**src/rtl/shifter_pipe.sv**
```systemverilog
// ---------------------------------------------------------------------------
// shifter_pipe -- pipelined barrel shifter, one stage per shift-amount bit.
//
// Modes (in_mode): 000/001 LSL, 010 LSR, 011 ASR, 100 ROL, 101 ROR,
//                  110/111 pass-through.
// Stages are ordered largest shift first. Stage j shifts by 2^(S-1-j) when
// shamt bit (S-1-j) is set. All stages share one advance enable, so a stall
// freezes the whole pipe and bubbles do not collapse.
//
// Optional feature macro: SHIFTER_FLAGS_EN (adds out_zero / out_carry).
//
// Ports:
//   clk        in   system clock, rising edge
//   rst_n      in   synchronous active-low reset
//   in_valid   in   operation presented this cycle
//   in_ready   out  operation accepted this cycle (= advance enable)
//   in_data    in   WIDTH-bit operand
//   in_shamt   in   shift amount 0..WIDTH-1
//   in_mode    in   3-bit shift mode
//   out_valid  out  result valid (last stage register)
//   out_ready  in   downstream accepts result
//   out_data   out  shifted result (last stage register)
//   out_zero   out  [SHIFTER_FLAGS_EN] out_data == 0
//   out_carry  out  [SHIFTER_FLAGS_EN] last bit shifted/rotated out
// ---------------------------------------------------------------------------

// One pipeline stage: conditional shift by 2^SBIT, then register.
//   i_adv   load enable shared by all stages
//   i_*     previous stage (or input port) contents
//   o_*     this stage's registers
module shifter_stage #(
  parameter int WIDTH   = 32,
  parameter int SHAMT_W = 5,
  parameter int SBIT    = 0
) (
  input  logic               clk,
  input  logic               rst_n,
  input  logic               i_adv,
  input  logic               i_vld,
  input  logic [WIDTH-1:0]   i_data,
  input  logic [SHAMT_W-1:0] i_shamt,
  input  logic [2:0]         i_mode,
`ifdef SHIFTER_FLAGS_EN
  input  logic               i_carry,
  output logic               o_carry,
`endif
  output logic               o_vld,
  output logic [WIDTH-1:0]   o_data,
  output logic [SHAMT_W-1:0] o_shamt,
  output logic [2:0]         o_mode
);
  localparam int AMT = 1 << SBIT;

  logic [WIDTH-1:0] w_data;

  always_comb begin
    w_data = i_data;
    if (i_shamt[SBIT]) begin
      case (i_mode)
        3'b000, 3'b001: w_data = {i_data[WIDTH-AMT-1:0], {AMT{1'b0}}};
        3'b010:         w_data = {{AMT{1'b0}}, i_data[WIDTH-1:AMT]};
        3'b011:         w_data = {{AMT{i_data[WIDTH-1]}}, i_data[WIDTH-1:AMT]};
        3'b100:         w_data = {i_data[WIDTH-AMT-1:0], i_data[WIDTH-1:WIDTH-AMT]};
        3'b101:         w_data = {i_data[AMT-1:0], i_data[WIDTH-1:AMT]};
        default:        w_data = i_data;
      endcase
    end
  end

`ifdef SHIFTER_FLAGS_EN
  // Carry is the last bit this stage pushes out; a non-shifting stage (or a
  // reserved mode) leaves the incoming carry alone. For rotates that bit is
  // also the new LSB (ROL) or MSB (ROR) of the result.
  logic w_carry;
  always_comb begin
    w_carry = i_carry;
    if (i_shamt[SBIT]) begin
      case (i_mode)
        3'b000, 3'b001, 3'b100: w_carry = i_data[WIDTH-AMT];
        3'b010, 3'b011, 3'b101: w_carry = i_data[AMT-1];
        default:                w_carry = i_carry;
      endcase
    end
  end
`endif

  always_ff @(posedge clk) begin
    if (!rst_n) begin
      o_vld   <= 1'b0;
      o_data  <= '0;
      o_shamt <= '0;
      o_mode  <= '0;
`ifdef SHIFTER_FLAGS_EN
      o_carry <= 1'b0;
`endif
    end else if (i_adv) begin
      o_vld   <= i_vld;
      o_data  <= w_data;
      o_shamt <= i_shamt;
      o_mode  <= i_mode;
`ifdef SHIFTER_FLAGS_EN
      o_carry <= w_carry;
`endif
    end
  end
endmodule

module shifter_pipe #(
  parameter  int WIDTH   = 32,
  localparam int SHAMT_W = $clog2(WIDTH)
) (
  input  logic               clk,
  input  logic               rst_n,
  input  logic               in_valid,
  output logic               in_ready,
  input  logic [WIDTH-1:0]   in_data,
  input  logic [SHAMT_W-1:0] in_shamt,
  input  logic [2:0]         in_mode,
  output logic               out_valid,
  input  logic               out_ready,
`ifdef SHIFTER_FLAGS_EN
  output logic               out_zero,
  output logic               out_carry,
`endif
  output logic [WIDTH-1:0]   out_data
);
  localparam int S = SHAMT_W;

  logic                            w_adv;
  // Index 0 is the input port, index j+1 is stage j's register.
  logic [S:0]                      vld_pipe;
  logic [S:0][WIDTH-1:0]           w_data;
  logic [S:0][SHAMT_W-1:0]         w_shamt;
  logic [S:0][2:0]                 w_mode;
`ifdef SHIFTER_FLAGS_EN
  logic [S:0]                      w_carry;
  assign w_carry[0] = 1'b0;
`endif

  // Whole pipe moves together: advance whenever the output slot is free
  // or being drained this cycle.
  assign w_adv       = out_ready || !out_valid;
  assign in_ready    = w_adv;
  assign vld_pipe[0] = in_valid && w_adv;
  assign w_data[0]   = in_data;
  assign w_shamt[0]  = in_shamt;
  assign w_mode[0]   = in_mode;

  for (genvar j = 0; j < S; j++) begin : g_stg
    shifter_stage #(
      .WIDTH   (WIDTH),
      .SHAMT_W (SHAMT_W),
      .SBIT    (S-1-j)
    ) u_stg (
      .clk     (clk),
      .rst_n   (rst_n),
      .i_adv   (w_adv),
      .i_vld   (vld_pipe[j]),
      .i_data  (w_data[j]),
      .i_shamt (w_shamt[j]),
      .i_mode  (w_mode[j]),
`ifdef SHIFTER_FLAGS_EN
      .i_carry (w_carry[j]),
      .o_carry (w_carry[j+1]),
`endif
      .o_vld   (vld_pipe[j+1]),
      .o_data  (w_data[j+1]),
      .o_shamt (w_shamt[j+1]),
      .o_mode  (w_mode[j+1])
    );
  end

  // Last stage's shamt/mode registers have no consumer.
  logic w_unused;
  assign w_unused = ^{w_shamt[S], w_mode[S]};

  assign out_valid = vld_pipe[S];
  assign out_data  = w_data[S];
`ifdef SHIFTER_FLAGS_EN
  // Zero is a pure function of the registered result, so it already
  // follows the same stall/reset behaviour as out_data.
  assign out_zero  = (w_data[S] == '0);
  assign out_carry = w_carry[S];
`endif
endmodule

```
**config.mk**
```make
export PLATFORM = sky130hd
export DESIGN_NAME = shifter_pipe
export DESIGN_NICKNAME = d
export VERILOG_FILES = /design/src/rtl/shifter_pipe.sv
export SDC_FILE = /design/constraint.sdc
export NUM_CORES = 1
export LEC_CHECK = 0
export ABC_CLOCK_PERIOD_IN_PS = 5200
export CAP_MARGIN = 20
export CORE_MARGIN = 1.5
export CORE_UTILIZATION = 65
export CTS_BUF_LIST = sky130_fd_sc_hd__clkbuf_4 sky130_fd_sc_hd__clkbuf_8
export CTS_CLUSTER_DIAMETER = 200
export DETAILED_ROUTE_END_ITERATION = 12
export PLACE_DENSITY = 0.92
export SLEW_MARGIN = 20
export SYNTH_ARGS = -nofsm -noshare
export SYNTH_HDL_FRONTEND = slang
export SYNTH_HIERARCHICAL = 1
export SYNTH_SLANG_ARGS = --single-unit
```
**constraint.sdc**
```tcl
create_clock -name clk -period 5.2 [get_ports clk]
set_input_delay 1.04 -clock clk [delete_from_list [all_inputs] [get_ports clk]]
set_output_delay 1.04 -clock clk [all_outputs]
set_load 0.05 [all_outputs]
```
Yosys cells after proc, flatten, opt, wreduce, memory -nomap -nowiden --
Cells that the tools add are included.
Storage, ports and cells: flip-flop bits (word level) 187, bits of input ports 44, output and inout bits 34
Cells by class: eq/ne operators 25, muxes and demuxes 10, reductions and logical operators 14
Operators with widths (count):
- $pmux W32 S5 | 4
- $mux W32 | 5
- $pmux W32 S4 | 1
- $eq A3 B2 Y1 const B | 10
- $eq A3 B3 Y1 const B | 10
- $eq A3 B1 Y1 const B | 5
- $logic_not A3 Y1 | 5
- $reduce_or A2 Y1 | 6
- $logic_and A1 B1 Y1 | 1
- $logic_not A1 Y1 | 1
- $logic_or A1 B1 Y1 | 1

Longest topological paths before layout --
depth after elaboration 4, gate-level depth with buffers 7, gate-level depth less buffers 4

Cells and area by module --
The synthesis kept the hierarchy.
By module, submodules not included:
- shifter_stage (g_stg[3].u_stg) | instances 1, cells each 269, area an instance 3089.2 µm²
- shifter_stage (g_stg[2].u_stg) | instances 1, cells each 297, area an instance 2652.5 µm²
- shifter_stage (g_stg[4].u_stg) | instances 1, cells each 292, area an instance 2625.0 µm²
- shifter_stage (g_stg[1].u_stg) | instances 1, cells each 282, area an instance 2441.1 µm²
- shifter_stage (g_stg[0].u_stg) | instances 1, cells each 214, area an instance 1891.8 µm²
- shifter_pipe | instances 1, cells each 2, area an instance 22.5 µm²

Worst setup path before layout --
OpenSTA, ideal clock, no wires.
path kind input to register, start point in out_ready, end point reg g_stg[3].u_stg.o_data[10], setup time 117 ps, arrival time 2386 ps, slack 2697 ps, stages 7, path buffers 3, path through nand2b_4 -> buf_2 -> nor2b_1 -> buf_2 -> buf_2 -> a22o_1 -> a22o_1
Between the ends: longest elaborated chain between the ends 1
RTL lines:
- start: declaration | RTL line 120 | input logic out_ready,
- $logic_or A1 B1 Y1 | RTL line 142 | assign w_adv = out_ready || !out_valid;
- end signal: assignment | RTL line 98 | o_data <= w_data;
- end: declaration | RTL line 48 | output logic [WIDTH-1:0] o_data,
Every way passes these cells. A chain may end at the register's enable or synchronous reset.

Worst setup path in the final report --
start point in out_ready, end point out in_ready
Between the ends: longest elaborated chain between the ends 1
RTL lines:
- $logic_or A1 B1 Y1 | RTL line 142
- end: declaration | RTL line 115 | output logic in_ready,
Every way passes these cells.

==> impl_metrics.csv <==
group,metric,value,unit
timing,hold_viol_final,0,
critical_path,startpoint_type,"primary input",
cells_and_area,utilization,71.32,%
routing,num_vias,11220,
job,drv_cap,0,
timing,min_period,3791,ps
synth,syn_avg_cell_area,9.300,sq um
clock_network,cts_hold_buf,0,
clock_network,cts_root_buf,"clkbuf_8",
global_route,gr-total-overflow,0,
clock_network,clockBufferDepth,2,
pwr,cellPowerDensity,245.9,nW/um^2
routing,wl_met1,12950,microns
floorplan,dieWidth,139.5,microns
routing,drc,6,
outcome,failed_checks,"design-rule violations",
timing,slew_viol_final,0,
global_route,grt_max_degree,48,
clock_network,cts_buffers,17,
clock_network,postCtsSetupBuffers,0,
timing,rsz0062_at_grt,"no",
synth,syn_nets,1346,
timing,slew_headroom,25.46,%
routing,dr.first_iter.drc_count,1441,
clock_network,cts.sinks,187,
outcome,status,"complete, but fails checks",
clock_network,htree_num_levels,4,
critical_path,r2r_slack,2500,ps
routing,firstDrtPassIters,10,
routing,vias_per_cell,7.384,
routing,drtAntennaViolNets,0,
placement,dpl_cell_area,12480,sq um
clock_network,cts_resized,0,
placement,dp_hpwl,20880,microns
hold_path,worstHoldPathType,"reg -> reg",
global_route,grtUsageTotal,33.40,%
global_route,grt_pass1_wl,53830,microns
pwr,ir_worst_vdd,196.2,uV
cells_and_area,antennaDiodeCount,0,
timing,worst-slew-pin-transition,1118,ps
critical_path,critPathCaptureType,"output port",
critical_path,crit_fanout,24,
timing,fmaxAchievable,263.8,MHz
floorplan,dieArea,19460,sq um
pwr,p_leak,4.732,nW
timing,skew,17.77,ps
critical_path,required,4160,ps
clock_network,cts_tree,"done",
critical_path,cp.arrival,2750,ps
cells_and_area,design_area,12900,sq um
clock_network,insertion_delay,480,ps
routing,highest_layer,"met4",
global_route,grt_pass1_vias,10460,
synth,syn-cell-area,12110,sq um
floorplan,rows,49,
placement,gp_congestion,0.9418,
cells_and_area,fillCellCount,1342,
floorplan,die_y,139.5,microns
floorplan,coreArea,18090,sq um
critical_path,critPathKind,"in -> out",
routing,dr_wl_met2,15680,microns
clock_network,path_clk_slew,90,ps
floorplan,ioPinCount,78,
timing,finalSetupViolCount,0,
routing,finalWirelength,32790,microns
routing,met3WireLength,2923,microns
cells_and_area,drive_gt1_share,13.56,%
timing,final.setup.tns,0,ps
routing,wl_per_cell,21.58,microns
cells_and_area,area_growth,6.520,%
cells_and_area,final_nets,1322,
synth,ys_warn_count,6,
placement,portBuffers,77,
global_route,grt_antenna_before_repair,0,
timing,period_share,72.90,%
floorplan,start_util,66.95,%
synth,syn_inst,1302,
cells in the final DEF (no fill, tap or decap), drive strengths merged, types with 29 or more instances in the layout:
| master | n |
|---|---|
| dfxtp | 187 |
| o22ai | 141 |
| nor2b | 87 |
| a21oi | 80 |
| clkdlybuf4s50 | 76 |
| o221ai | 71 |
| mux2 | 71 |
| a22o | 56 |
| nand2b | 51 |
| nor2 | 49 |
| o21ai | 39 |
| o221a | 38 |
| nand2 | 37 |
| mux2i | 29 |
where the power goes:
part	total [W]	leakage, nW	internal [W]	switching (W)
clock	0.00103	0.204	0.000478	0.000557
combinational	0.000497	3.00	0.000239	0.000258
sequential	0.00164	1.53	0.00150	0.000135
total	0.00317	4.73	0.00222	0.000950
sequential cells by signal, summed over array words and instances (netlist names):
| register | flops |
|---|---|
| g_stg.u_stg/o_data | 160 |
| g_stg.u_stg/o_mode | 12 |
| g_stg.u_stg/o_shamt | 10 |
| g_stg.u_stg/o_vld | 5 |
worst paths after layout:
path | start | endpoint | cells after the start
worst max-delay path | out_ready | in_ready | 3
worst min-delay path | g_stg[2].u_stg/o_shamt[0] | g_stg[2].u_stg/o_shamt[0] | 2
worst max register to register | g_stg[4].u_stg/o_vld | g_stg[4].u_stg/o_data[24] | 5
worst min register to register | g_stg[2].u_stg/o_shamt[0] | g_stg[2].u_stg/o_shamt[0] | 2
through the flow:
step | hold slack [ps] | total power (W) | worst slack (ps) | instances
4_1_cts | 505.6 | 0.003158 | 1423 | 1520
3_5_place_dp | 488.5 | 0.002151 | 1427 | 1488
2_1_floorplan | 454.6 | 0.002013 | 2710 | 1302
5_1_grt | 532.3 | 0.003275 | 1377 | 1520
6_report | 505.9 | 0.003172 | 1409 | 1520
3_3_place_gp | 473.3 | 0.002131 | 1440 | 1485
final cells by class:
type | instances | area (sq um) | share of cell area, %
Tap cell | 229 | 286.5 | 2.221
Inverter | 23 | 86.33 | 0.6693
Multi-Input combinational cell | 945 | 7386 | 57.26
Clock inverter | 11 | 133.9 | 1.038
Timing Repair Buffer | 104 | 979.7 | 7.595
Clock buffer | 21 | 282.8 | 2.192
Sequential cell | 187 | 3744 | 29.02
worst max-delay path: stages:
cell and delay, ps:
clkdlybuf4s50_1 460, nand2b_4 360, clkdlybuf4s50_1 880
layer usage:
metal | vias up | GRT usage [%]
met5 | - | 0
met1 | 5404 | 43.59
met3 | 97 | 4.852
met2 | 650 | 54.52
li1 | 5072 | -
met4 | 0 | 16.07
(Power assumes the default switching activity.)
